## config.mk

```make
export PLATFORM = sky130hd
export DESIGN_NAME = instr_fetch_unit_flat
export DESIGN_NICKNAME = d
export VERILOG_FILES = /design/src/rtl/instr_fetch_unit_if.sv /design/src/rtl/instr_fetch_unit.sv /design/src/flat_wrapper.sv
export SDC_FILE = /design/constraint.sdc
export NUM_CORES = 1
export LEC_CHECK = 0
export CAP_MARGIN = 25
export CORE_ASPECT_RATIO = 1.5
export CORE_MARGIN = 10
export CORE_UTILIZATION = 45
export DETAILED_ROUTE_END_ITERATION = 6
export PLACE_DENSITY_LB_ADDON = 0.1
export SETUP_SLACK_MARGIN = 0.5
export SLEW_MARGIN = 40
export SYNTH_ARGS = -nofsm -noshare
export SYNTH_HDL_FRONTEND = slang
export SYNTH_SLANG_ARGS = --single-unit
```

## constraint.sdc

```tcl
create_clock -name clk -period 7 [get_ports clk]
set_clock_uncertainty 0.1 [all_clocks]
set_input_delay 1.4 -clock clk [delete_from_list [all_inputs] [get_ports clk]]
set_output_delay 1.4 -clock clk [all_outputs]
set_load 0.02 [all_outputs]
```

## src/rtl/instr_fetch_unit_if.sv

```systemverilog
// instr_fetch_unit_if: bus between the fetch unit, instruction memory, the
// hazard/branch logic and the decode stage.
//   master (fetch unit): drives imem_addr and the registered fetch outputs,
//                        receives imem_instr, stall and the redirect request.
//   slave  (environment): the opposite direction of every signal.
interface instr_fetch_unit_if;
    logic [31:0] imem_addr;
    logic [31:0] imem_instr;
    logic        stall;
    logic        redirect_valid;
    logic [31:0] redirect_pc;
    logic [31:0] instr_out;
    logic [31:0] pc_out;
    logic        instr_valid;
    logic        halted;
    logic        halt_oor;
    logic [31:0] fetch_count;
    modport master (
        output imem_addr, instr_out, pc_out, instr_valid, halted, halt_oor, fetch_count,
        input  imem_instr, stall, redirect_valid, redirect_pc
    );
    modport slave (
        input  imem_addr, instr_out, pc_out, instr_valid, halted, halt_oor, fetch_count,
        output imem_instr, stall, redirect_valid, redirect_pc
    );
endinterface

```

## src/rtl/instr_fetch_unit.sv

```systemverilog
// instr_fetch_unit: program counter and fetch register for a single-cycle
// RISC-V core with a combinational instruction memory.
//   clk  - rising-edge clock
//   rst  - asynchronous active-high reset
//   bus  - instr_fetch_unit_if.master: imem_addr/imem_instr memory port,
//          stall and redirect inputs, registered instr_out/pc_out/instr_valid,
//          halted/halt_oor status and fetch_count.
// Optional feature: define FETCH_COUNT_EN to implement the fetch counter;
// otherwise fetch_count reads as zero.
module instr_fetch_unit #(
    parameter logic [31:0] RESET_PC   = 32'h0000_0000,
    parameter logic [31:0] IMEM_DEPTH = 32'd32,
    parameter logic [31:0] SENTINEL   = 32'hFFFF_FFFF,
    parameter logic [31:0] NOP        = 32'h0000_0013
) (
    input logic                clk,
    input logic                rst,
    instr_fetch_unit_if.master bus
);
    typedef enum logic [1:0] {S_IDLE, S_FETCH, S_HALTED} state_t;
    state_t      r_state;
    logic [31:0] r_pc;
    logic [31:0] r_instr;
    logic [31:0] r_pc_out;
    logic        r_valid;
    logic        r_halted;
    logic        r_oor;
    logic [31:0] w_target;
    logic        w_oor;
    logic        w_sent;
    assign w_target = bus.redirect_pc & ~32'd3;
    assign w_oor    = {2'b00, r_pc[31:2]} >= IMEM_DEPTH;
    assign w_sent   = bus.imem_instr == SENTINEL;
    assign bus.imem_addr   = {2'b00, r_pc[31:2]};
    assign bus.instr_out   = r_instr;
    assign bus.pc_out      = r_pc_out;
    assign bus.instr_valid = r_valid;
    assign bus.halted      = r_halted;
    assign bus.halt_oor    = r_oor;
    always_ff @(posedge clk or posedge rst) begin
        if (rst) begin
            r_state  <= S_IDLE;
            r_pc     <= RESET_PC & ~32'd3;
            r_instr  <= NOP;
            r_pc_out <= '0;
            r_valid  <= 1'b0;
            r_halted <= 1'b0;
            r_oor    <= 1'b0;
        end else begin
            case (r_state)
                S_IDLE: begin
                    if (bus.redirect_valid)
                        r_pc <= w_target;
                    r_state <= S_FETCH;
                end
                S_FETCH: begin
                    // Redirect wins over stall and halt; stall defers the halt checks.
                    if (bus.redirect_valid) begin
                        r_pc    <= w_target;
                        r_instr <= NOP;
                        r_valid <= 1'b0;
                    end else if (!bus.stall) begin
                        if (w_oor || w_sent) begin
                            r_state  <= S_HALTED;
                            r_halted <= 1'b1;
                            r_oor    <= w_oor;
                            r_valid  <= 1'b0;
                            r_instr  <= NOP;
                            r_pc_out <= r_pc;
                        end else begin
                            r_instr  <= bus.imem_instr;
                            r_pc_out <= r_pc;
                            r_valid  <= 1'b1;
                            r_pc     <= r_pc + 32'd4;
                        end
                    end
                end
                S_HALTED: begin
                    if (bus.redirect_valid) begin
                        r_pc     <= w_target;
                        r_halted <= 1'b0;
                        r_oor    <= 1'b0;
                        r_state  <= S_FETCH;
                    end
                end
                default: r_state <= S_IDLE;
            endcase
        end
    end
`ifdef FETCH_COUNT_EN
    logic        w_fire;
    logic [31:0] r_fetch_count;
    // Counts exactly the edges that latch a valid instruction.
    assign w_fire = r_state == S_FETCH && !bus.redirect_valid && !bus.stall && !w_oor && !w_sent;
    always_ff @(posedge clk or posedge rst) begin
        if (rst)
            r_fetch_count <= '0;
        else if (w_fire)
            r_fetch_count <= r_fetch_count + 32'd1;
    end
    assign bus.fetch_count = r_fetch_count;
`else
    assign bus.fetch_count = '0;
`endif
endmodule

```

## src/flat_wrapper.sv

```systemverilog
// flat-port wrapper written by rule: the top's interface ports become plain ports
module instr_fetch_unit_flat 
#(
    parameter logic [31:0] RESET_PC   = 32'h0000_0000,
    parameter logic [31:0] IMEM_DEPTH = 32'd32,
    parameter logic [31:0] SENTINEL   = 32'hFFFF_FFFF,
    parameter logic [31:0] NOP        = 32'h0000_0013
)
  (clk, rst, bus_imem_addr, bus_instr_out, bus_pc_out, bus_instr_valid, bus_halted, bus_halt_oor, bus_fetch_count, bus_imem_instr, bus_stall, bus_redirect_valid, bus_redirect_pc);
  instr_fetch_unit_if bus_i ();
  input logic clk;
  input logic rst;
  output wire logic [$bits(bus_i.imem_addr)-1:0] bus_imem_addr;
  output wire logic [$bits(bus_i.instr_out)-1:0] bus_instr_out;
  output wire logic [$bits(bus_i.pc_out)-1:0] bus_pc_out;
  output wire logic [$bits(bus_i.instr_valid)-1:0] bus_instr_valid;
  output wire logic [$bits(bus_i.halted)-1:0] bus_halted;
  output wire logic [$bits(bus_i.halt_oor)-1:0] bus_halt_oor;
  output wire logic [$bits(bus_i.fetch_count)-1:0] bus_fetch_count;
  input wire logic [$bits(bus_i.imem_instr)-1:0] bus_imem_instr;
  input wire logic [$bits(bus_i.stall)-1:0] bus_stall;
  input wire logic [$bits(bus_i.redirect_valid)-1:0] bus_redirect_valid;
  input wire logic [$bits(bus_i.redirect_pc)-1:0] bus_redirect_pc;
  assign bus_imem_addr = bus_i.imem_addr;
  assign bus_instr_out = bus_i.instr_out;
  assign bus_pc_out = bus_i.pc_out;
  assign bus_instr_valid = bus_i.instr_valid;
  assign bus_halted = bus_i.halted;
  assign bus_halt_oor = bus_i.halt_oor;
  assign bus_fetch_count = bus_i.fetch_count;
  assign bus_i.imem_instr = bus_imem_instr;
  assign bus_i.stall = bus_stall;
  assign bus_i.redirect_valid = bus_redirect_valid;
  assign bus_i.redirect_pc = bus_redirect_pc;
  instr_fetch_unit #(.RESET_PC(RESET_PC), .IMEM_DEPTH(IMEM_DEPTH), .SENTINEL(SENTINEL), .NOP(NOP)) u_core (.clk(clk), .rst(rst), .bus(bus_i));
endmodule
```

======== Word-level counts from Yosys, hierarchy flattened ========
Cells that the tools add are included.
storage, ports and cells
  flip-flop bits (word level) ............. 101
  input bits .............................. 68
  output and inout port bits .............. 131
  logic and storage cells ................. 57
cells by class
  add/sub/neg operators ................... 1
  order comparisons ....................... 1
  eq/ne operators ......................... 11
  multiplexer cells ....................... 25
  bitwise logic cells ..................... 2
  reductions and logical operators ........ 10
operators with widths
  operator               count
  $mux 32                7
  $pmux 32 s2            1
  $add 32x3->32 const B  1
  $eq 32x32->1 const B   1
  $ge 30x6->1 const B    1
  $mux 1                 10
  $mux 2                 4
  $reduce_and 4->1       2
  $ne 2x1->1 const B     3
  $ne 2x2->1 const B     3
  $ne 3x3->1 const B     2
  $pmux 2 s3             1
  $reduce_and 5->1       1
  $pmux 1 s2             2
  $reduce_bool 2->1      2
  $reduce_and 3->1       1
  $eq 2x1->1 const B     1
  $eq 2x2->1 const B     1
  $logic_not 2->1        1
  $not 1->1              2
  $reduce_and 2->1       1
  $reduce_or 2->1        1
  $logic_or 1x1->1       1

======== Logic depth before layout (Yosys ltp) ========
Gate-level depths: netlist of the first run.
  word-level depth ........................ 6
  depth in mapped cells ................... 8
  depth with buffers taken out ............ 6

======== Worst setup path after synthesis of the first run ========
No wires, ideal clock.
  path kind ............................... input-to-reg
  start ................................... input port bus_stall
  end ..................................... register u_core.r_pc[31]
  setup time .............................. 0.079 ns
  arrival time ............................ 3.015 ns
  required time ........................... 6.821 ns
  path slack .............................. 3.805 ns
  stages on the path ...................... 8
  buffers on the path ..................... 3
  path through ............................ nor2b_1 > or3b_1 > buf_2 > a2111oi_4 > or2_1 > buf_4 > buf_6 > mux2i_1
between the ends
  word-level cells in the longest chain between the ends .. 2
RTL lines
  item                        line                    text
  from (decl)                 flat_wrapper.sv:21      input wire logic [$bits(bus_i.stall)-1:0] bus_stall;
  $ne 3x3->1 (no line)        --
  $reduce_and 4->1 (no line)  --
  to (signal assigned)        instr_fetch_unit.sv:43  r_pc <= RESET_PC & ~32'd3;
  to (signal assigned)        instr_fetch_unit.sv:53  r_pc <= w_target;
  to (signal assigned)        instr_fetch_unit.sv:59  r_pc <= w_target;
  to (decl)                   instr_fetch_unit.sv:22  logic [31:0] r_pc;
Every way passes these cells.
A chain may end at the register's enable or synchronous reset.

======== Final worst setup path of the first run ========
  start ................................... input port bus_redirect_valid
  end ..................................... register u_core.r_pc[20]
between the ends
  word-level cells in the longest chain between the ends .. 2
  elaborated cells between the ends (all ways) .. 6
  classes of those cells .................. 3 x eq/ne; 2 x mux; 1 x reduce/logical
RTL lines
  item                                                       line                text
  from (decl)                                                flat_wrapper.sv:22  input wire logic [$bits(bus_i.redirect_valid)-1:0] bus_redirect_valid;
  $ne 3x3->1 (no line), or another cell as far along         --
  $reduce_and 4->1 (no line) or $pmux 32 s2 (tied branches)  --
Parallel ways exist; a longest one is shown, timed or not.

==> impl_metrics.csv, run 1 <==
group,metric,value,unit
run_status,status,"complete, no violations",
yosys,synth_compound_area_frac,0.1664,
clock_network,tritoncts.num_buffers,9,
drt,first_pass_iters,4,
timing,tns,0,ns
power,powerDensity,307.2,nW/um^2
power,total_power,1.940,mW
worst_setup_path,path_max_fanout,31,
grt,grt_pass1_vias,4097,
final_layout,antennaDiodeCount,0,
placement,hpwl,10860,um
timing,rsz0062_at_grt,"false",
floorplan,dieArea,14390,um^2
grt,antenna_found_initial,0,
timing,slew_viol_final,0,
min_path,min_from,"u_core.bus.pc_out[15]",
timing,setup_viol,0,
yosys,async_reset_ff_frac,1.000,
worst_setup_path,cp_top_family,"simple AND/OR/NAND/NOR gates",
yosys,syn-instance-count,453,
min_path,holdPathEnd,"u_core.bus.pc_out[15]",
yosys,synthSimpleGateAreaFrac,0.1728,
worst_setup_path,critPathLaunchType,"input port",
clock_network,hold_buffers,0,
final_layout,area_growth,41.40,%
yosys,ys_seq_elements,97,
placement,numPortBuffers,160,
final_layout,final-seq-area,2431,um^2
worst_setup_path,cp-end-kind,"register",
drt,ant_nets,0,
floorplan,num_rows,44,
clock_network,cts_resized,0,
placement,gp_congestion,0.8714,
yosys,synth_edf_count,0,
power,leakagePower,2.771,nW
grt,grt_usage,0.1990,
grt,overflow,0,
power,ir_drop,0.2263,mV
yosys,ys_warn_count,0,
worst_setup_path,cpMaxStageDelayCell,"clkdlybuf4s50_1",
min_path,whs_path_depth,2,
final_layout,multiInputGateArea,1739,um^2
yosys,synth_xor_area_frac,0,
min_path,hp-class,"reg -> reg",
drt,vias_per_cell,5.411,
worst_setup_path,r2r-end,"u_core.r_pc[20]",
floorplan,die-height,142.0,um
worst_setup_path,r2r.worst_path.cells,4,
yosys,ys_types,46,
clock_network,htreeDepth,3,
yosys,ys_seq_area_frac,0.5443,
clock_network,cts_setup_buffers,0,
yosys,synth_area,4467,um^2
grt,grt_first_pass_wirelength,22790,um
drt,drc,0,
worst_setup_path,path_cells,"clkdlybuf4s50_1 > nor2b_1 > or3b_2 > a2111oi_4 > or2_2 > mux2i_1",
timing,worst_slew_pin_slew,0.8187,ns
floorplan,die_width,101.3,um
worst_setup_path,arrival,4.59,ns
final_layout,fill_cells,815,
clock_network,max-clock-path-buffers,2,
drt,drtIter0Drc,197,
yosys,synthMuxAreaShare,0.01120,
worst_setup_path,r2r_slack,4.01,ns
drt,vias,3901,
final_layout,drive_gt1_frac,0.04785,
timing,min_period_over_period,0.6325,
drt,wl_per_cell,19.96,um
yosys,synthAdderAreaFrac,0.005602,
final_layout,fin_util,0.6519,
worst_setup_path,required,7.16,ns
clock_network,root_buffer,"clkbuf_16",
floorplan,num_io_pins,199,
clock_network,clock_sinks,97,
timing,fin_crit,4.428,ns
clock_network,cts_tree,"yes",
timing,max_clock_freq,225.9,MHz
clock_network,cts.reportedPaths.clkPinSlew,0.06,ns
clock_network,clock_latency,0.34,ns
worst_setup_path,reg2reg_from,"u_core.r_state[1]",
final_layout,final_nets,672,
grt,grt_max_degree,61,
yosys,synth_top_family_by_area,"simple AND/OR/NAND/NOR gates",
timing,final-hold-violation-count,0,
worst_setup_path,worst-path-buf-inv,1,
floorplan,coreArea,9689,um^2
worst_setup_path,critPathKind,"in -> reg",
timing,relSlewSlack,0.4492,
drt,drt-total-wl,14390,um
yosys,syn_avg_cell_area,9.860,um^2
yosys,synth-main-ff-cell,"dfrtp_1",
worst_setup_path,critPathMaxStageDelay,0.76,ns
job,maxCapViolations,0,
floorplan,start_util,0.4610,
[logic make-up after synthesis]
family | count (synthesis)
AOI/OAI and AO/OA | 105
and+or+nand+nor | 168
muxes | 5
DFF | 97
other | 1
adders and majority gates | 2
buffers and inverters | 75
[cell usage in the layout, fill, tap and decap left out, drive strengths merged, types with 5 or more instances in the layout]
| cell type | count |
|---|---|
| clkdlybuf4s50 | 160 |
| dfrtp | 94 |
| nand2 | 89 |
| conb | 36 |
| a22o | 29 |
| o21ai | 28 |
| nor2 | 18 |
| a21oi | 15 |
| nand4 | 14 |
| inv | 14 |
| nand3 | 13 |
| clkbuf | 12 |
| nor4 | 11 |
| o22ai | 6 |
| mux2i | 5 |
| a31oi | 5 |
[metal layers]
metal,part of all wire,vias to the layer above,global-route usage
met1,0.38,1904,0.2360
met3,0.087,18,0.06466
met5,0,-,0
met4,0.019,0,0.06990
li1,-,1815,-
met2,0.51,164,0.3274
[Yosys cell counts (2+ instances only)]
| library cell | number | share of area |
|---|---|---|
| nor3_1 | 4 | 0.0045 |
| nor4_1 | 11 | 0.015 |
| mux2i_1 | 5 | 0.011 |
| nand2_1 | 89 | 0.075 |
| o21ai_0 | 28 | 0.031 |
| nand3_1 | 13 | 0.015 |
| and2_1 | 2 | 0.0028 |
| clkbuf_1 | 17 | 0.014 |
| o32ai_1 | 3 | 0.0059 |
| ha_1 | 2 | 0.0056 |
| nor2_1 | 18 | 0.015 |
| nand2b_1 | 4 | 0.0056 |
| o22ai_1 | 6 | 0.0084 |
| buf_2 | 2 | 0.0022 |
| nor2b_1 | 2 | 0.0028 |
| nand4_1 | 14 | 0.020 |
| a22oi_1 | 4 | 0.0067 |
| nand3b_1 | 3 | 0.0050 |
| buf_4 | 40 | 0.067 |
| a31oi_1 | 5 | 0.0070 |
| o22a_1 | 4 | 0.0078 |
| a21oi_1 | 15 | 0.017 |
| and3_1 | 3 | 0.0042 |
| a22o_1 | 29 | 0.057 |
| inv_1 | 14 | 0.012 |
| dfstp_2 | 3 | 0.018 |
| dfrtp_1 | 94 | 0.53 |
[state kept, by name, indices dropped and copies added, names as in the netlist]
name,count
u_core.bus.halt_oor,1
u_core.bus.halted,1
u_core.bus.instr_out,32
u_core.bus.instr_valid,1
u_core.bus.pc_out,30
u_core.r_pc,30
u_core.r_state,2
[worst max-delay path by stage]
| stage | cells after the start | endpoint | startpoint |
|---|---|---|---|
| floorplan | 1 | u_core.bus.halt_oor | rst |
| CTS | 6 | u_core.r_pc[20] | bus_redirect_valid |
| detailed placement | 6 | u_core.r_pc[20] | bus_redirect_valid |
| global route | 6 | u_core.r_pc[20] | bus_redirect_valid |
| finish | 6 | u_core.r_pc[20] | bus_redirect_valid |
| global placement | 6 | u_core.r_pc[4] | bus_redirect_valid |
[report_power, final]
part           internal (mW)  switching (mW)  total, mW
Clock                  0.320           0.198      0.518
Combinational          0.286           0.363      0.649
Sequential             0.669           0.104      0.773
Total                   1.28           0.665       1.94
[cell type report]
cell class	count	area share
clock inverter	3	0.01030
clock buffer	12	0.03903
multi-input combinational	316	0.2754
tap	115	0.02278
sequential	97	0.3849
timing repair buffer	164	0.2589
inverter	14	0.008716
[per-stage QoR]
step / area, um^2 / setup WS, ns / hold WS (ns) / std cells
2_1_floorplan: 4598 / 2.971 / 0.4462 / 488
5_1_grt: 6316 / 2.310 / 0.4023 / 721
3_3_place_gp: 5992 / 1.798 / 0.3580 / 706
3_5_place_dp: 5995 / 2.222 / 0.3650 / 706
4_1_cts: 6306 / 2.568 / 0.3816 / 721
6_report: 6316 / 2.572 / 0.3757 / 721
[worst min-delay path, stage by stage (launching register included)]
cell,delay (ns)
dfrtp_1,0.34
nand2_1,0.05
nand2_1,0.06
No activity file was read; power rests on OpenSTA's default activity.
==> inputs of run 2 (changes only) <==
--- a/config.mk
+++ b/config.mk
@@ -8,7 +8,7 @@
 export CAP_MARGIN = 25
 export CORE_ASPECT_RATIO = 1.5
 export CORE_MARGIN = 10
-export CORE_UTILIZATION = 45
+export CORE_UTILIZATION = 42
 export DETAILED_ROUTE_END_ITERATION = 6
 export PLACE_DENSITY_LB_ADDON = 0.1
 export SETUP_SLACK_MARGIN = 0.5
==> constraint.sdc (replaced) <==
create_clock -name clk -period 4.3 [get_ports clk]
set_clock_uncertainty 0.1 [all_clocks]
set_input_delay 0.86 -clock clk [delete_from_list [all_inputs] [get_ports clk]]
set_output_delay 0.86 -clock clk [all_outputs]
set_load 0.02 [all_outputs]
==> run 2 against run 1 <==
Sequential power up 63%. Final area up 0.83%. Register-to-register slack worse by 2.5 ns. Clock power up 46%. Sequential share of layout area down 0.32 points. Critical endpoint is now u_core.r_pc[15]. Highest routed layer unchanged.
==> impl_metrics.csv, run 2 (synthesis results as in run 1) <==
group,metric,value,unit
run_status,status,"complete, no violations",
clock_network,cts_setup_buffers,0,
grt,overflow,0,
placement,place_area,6090,um^2
worst_setup_path,path_max_fanout,14,
timing,max_clock_freq,310.3,MHz
worst_setup_path,cpMaxStageDelayCell,"nor4_1",
clock_network,cts.reportedPaths.clkPinSlew,0.06,ns
final_layout,multiInputGateArea,1732,um^2
worst_setup_path,crit_top_cell,"buf_4",
placement,numPortBuffers,160,
power,powerDensity,483.3,nW/um^2
final_layout,drive_gt1_frac,0.05366,
worst_setup_path,cp_top_family,"simple AND/OR/NAND/NOR gates",
worst_setup_path,reg2reg_from,"u_core.r_pc[20]",
floorplan,start_util,0.4264,
worst_setup_path,startpoint,"bus_imem_instr[21]",
final_layout,antennaDiodeCount,0,
clock_network,root_buffer,"clkbuf_16",
floorplan,coreArea,10480,um^2
job,maxCapViolations,0,
grt,grt_first_pass_wirelength,23410,um
grt,grt_usage,0.1911,
min_path,hp-class,"reg -> reg",
timing,fin_crit,3.223,ns
worst_setup_path,worst-path-buf-inv,3,
final_layout,mostFrequentLayoutCells,"clkdlybuf4s50_1 (160), dfrtp_1 (94), nand2_1 (89)",
timing,slew_viol_final,0,
floorplan,die_width,104.2,um
timing,final-hold-violation-count,0,
grt,grt_pass1_vias,4134,
placement,dp.cells,743,
placement,hpwl,11340,um
final_layout,final-seq-area,2431,um^2
clock_network,hold_buffers,0,
drt,first_pass_iters,4,
worst_setup_path,critPathLaunchType,"input port",
worst_setup_path,arrival,3.39,ns
clock_network,clock_sinks,97,
timing,worst_slew_pin_slew,0.8186,ns
clock_network,max-clock-path-buffers,2,
final_layout,largest_reg_flops,32,
drt,drt-total-wl,14880,um
drt,vias,3901,
min_path,min_from,"u_core.bus.pc_out[14]",
clock_network,clock_latency,0.35,ns
timing,tns,0,ns
drt,drc,0,
power,leakagePower,2.790,nW
floorplan,num_io_pins,199,
drt,drtIter0Drc,220,
clock_network,cts_tree,"yes",
final_layout,finalNonFillerCells,759,
power,total_power,3.078,mW
floorplan,die-height,146.3,um
clock_network,htreeDepth,3,
grt,grt_max_degree,65,
final_layout,final_area,6369,um^2
worst_setup_path,path_cells,"clkdlybuf4s50_1 > nand4_1 > nor4_1 > a2111oi_4 > buf_4 > or2_1 > buf_4 > a31oi_1",
placement,gp_congestion,0.8725,
drt,ant_nets,0,
clock_network,tritoncts.num_buffers,9,
final_layout,final_nets,680,
timing,rsz0062_at_grt,"false",
timing,timing.hold.ws,0.3771,ns
drt,vias_per_cell,5.140,
final_layout,final_common_cell,"clkdlybuf4s50_1",
floorplan,num_rows,46,
worst_setup_path,required,4.46,ns
timing,relSlewSlack,0.4492,
floorplan,dieArea,15250,um^2
worst_setup_path,cp-end-kind,"register",
power,ir_drop,0.3239,mV
worst_setup_path,critPathKind,"in -> reg",
worst_setup_path,critPathMaxStageDelay,0.74,ns
clock_network,cts_resized,0,
final_layout,area_growth,42.58,%
grt,antenna_found_initial,0,
timing,setup_viol,0,
drt,wl_per_cell,19.60,um
timing,min_period_over_period,0.7496,
final_layout,fill_cells,965,
run 2: changes by cell type in the layout (fill, tap and decap cells not counted), sizes merged:
cell	before	now
buf	4	12
bufinv	2	0
clkbuf	12	14
clkinvlp	0	1
run 2: layer usage:
| layer | vias to the layer above | share of wire | track usage |
|---|---|---|---|
| met5 | - | 0 | 0 |
| met4 | 0 | 0.024 | 0.07263 |
| met3 | 16 | 0.074 | 0.06167 |
| met2 | 152 | 0.52 | 0.3352 |
| met1 | 1892 | 0.38 | 0.2091 |
| li1 | 1841 | - | - |
run 2: power breakdown:
| group | switching [mW] | total, mW | internal [mW] |
|---|---|---|---|
| Clock | 0.330 | 0.754 | 0.424 |
| Sequential | 0.168 | 1.26 | 1.09 |
| Combinational | 0.596 | 1.07 | 0.472 |
| Total | 1.09 | 3.08 | 1.98 |
run 2: worst paths after layout:
| kind | cells after the start | to | slack, ns |
|---|---|---|---|
| setup / recovery | 8 | u_core.r_pc[15] | 1.08 |
| hold / removal | 2 | u_core.bus.pc_out[14] | 0.38 |
| setup reg to reg | 5 | u_core.bus.instr_out[27] | 1.53 |
| hold reg to reg | 2 | u_core.bus.pc_out[14] | 0.38 |
| max in group asynchronous | 3 | u_core.bus.instr_out[1] | 2.48 |
| min in group asynchronous | 2 | u_core.bus.pc_out[19] | 0.87 |
run 2: cell type report:
class | instances | share of cell area
clock buffers | 14 | 0.04145
clock inverters | 2 | 0.001965
inverters | 14 | 0.009037
multi-input cells | 316 | 0.2719
flip-flops and latches | 97 | 0.3817
well taps | 144 | 0.02829
repair buffers | 172 | 0.2656
run 2: tightest hold or removal path: cells and delay by family, from the launching register on:
family        cells  cell delay (ns)
flops             1             0.34
simple gates      2             0.10
run 2: through the flow:
stage | setup WS, ns | util
after floorplan | 0.8112 | -
after global placement | 0.6616 | 0.5812
after detailed placement | 0.7236 | 0.5813
after CTS | 1.088 | 0.6077
after global routing | 0.9197 | 0.6080
final | 1.077 | 0.6080
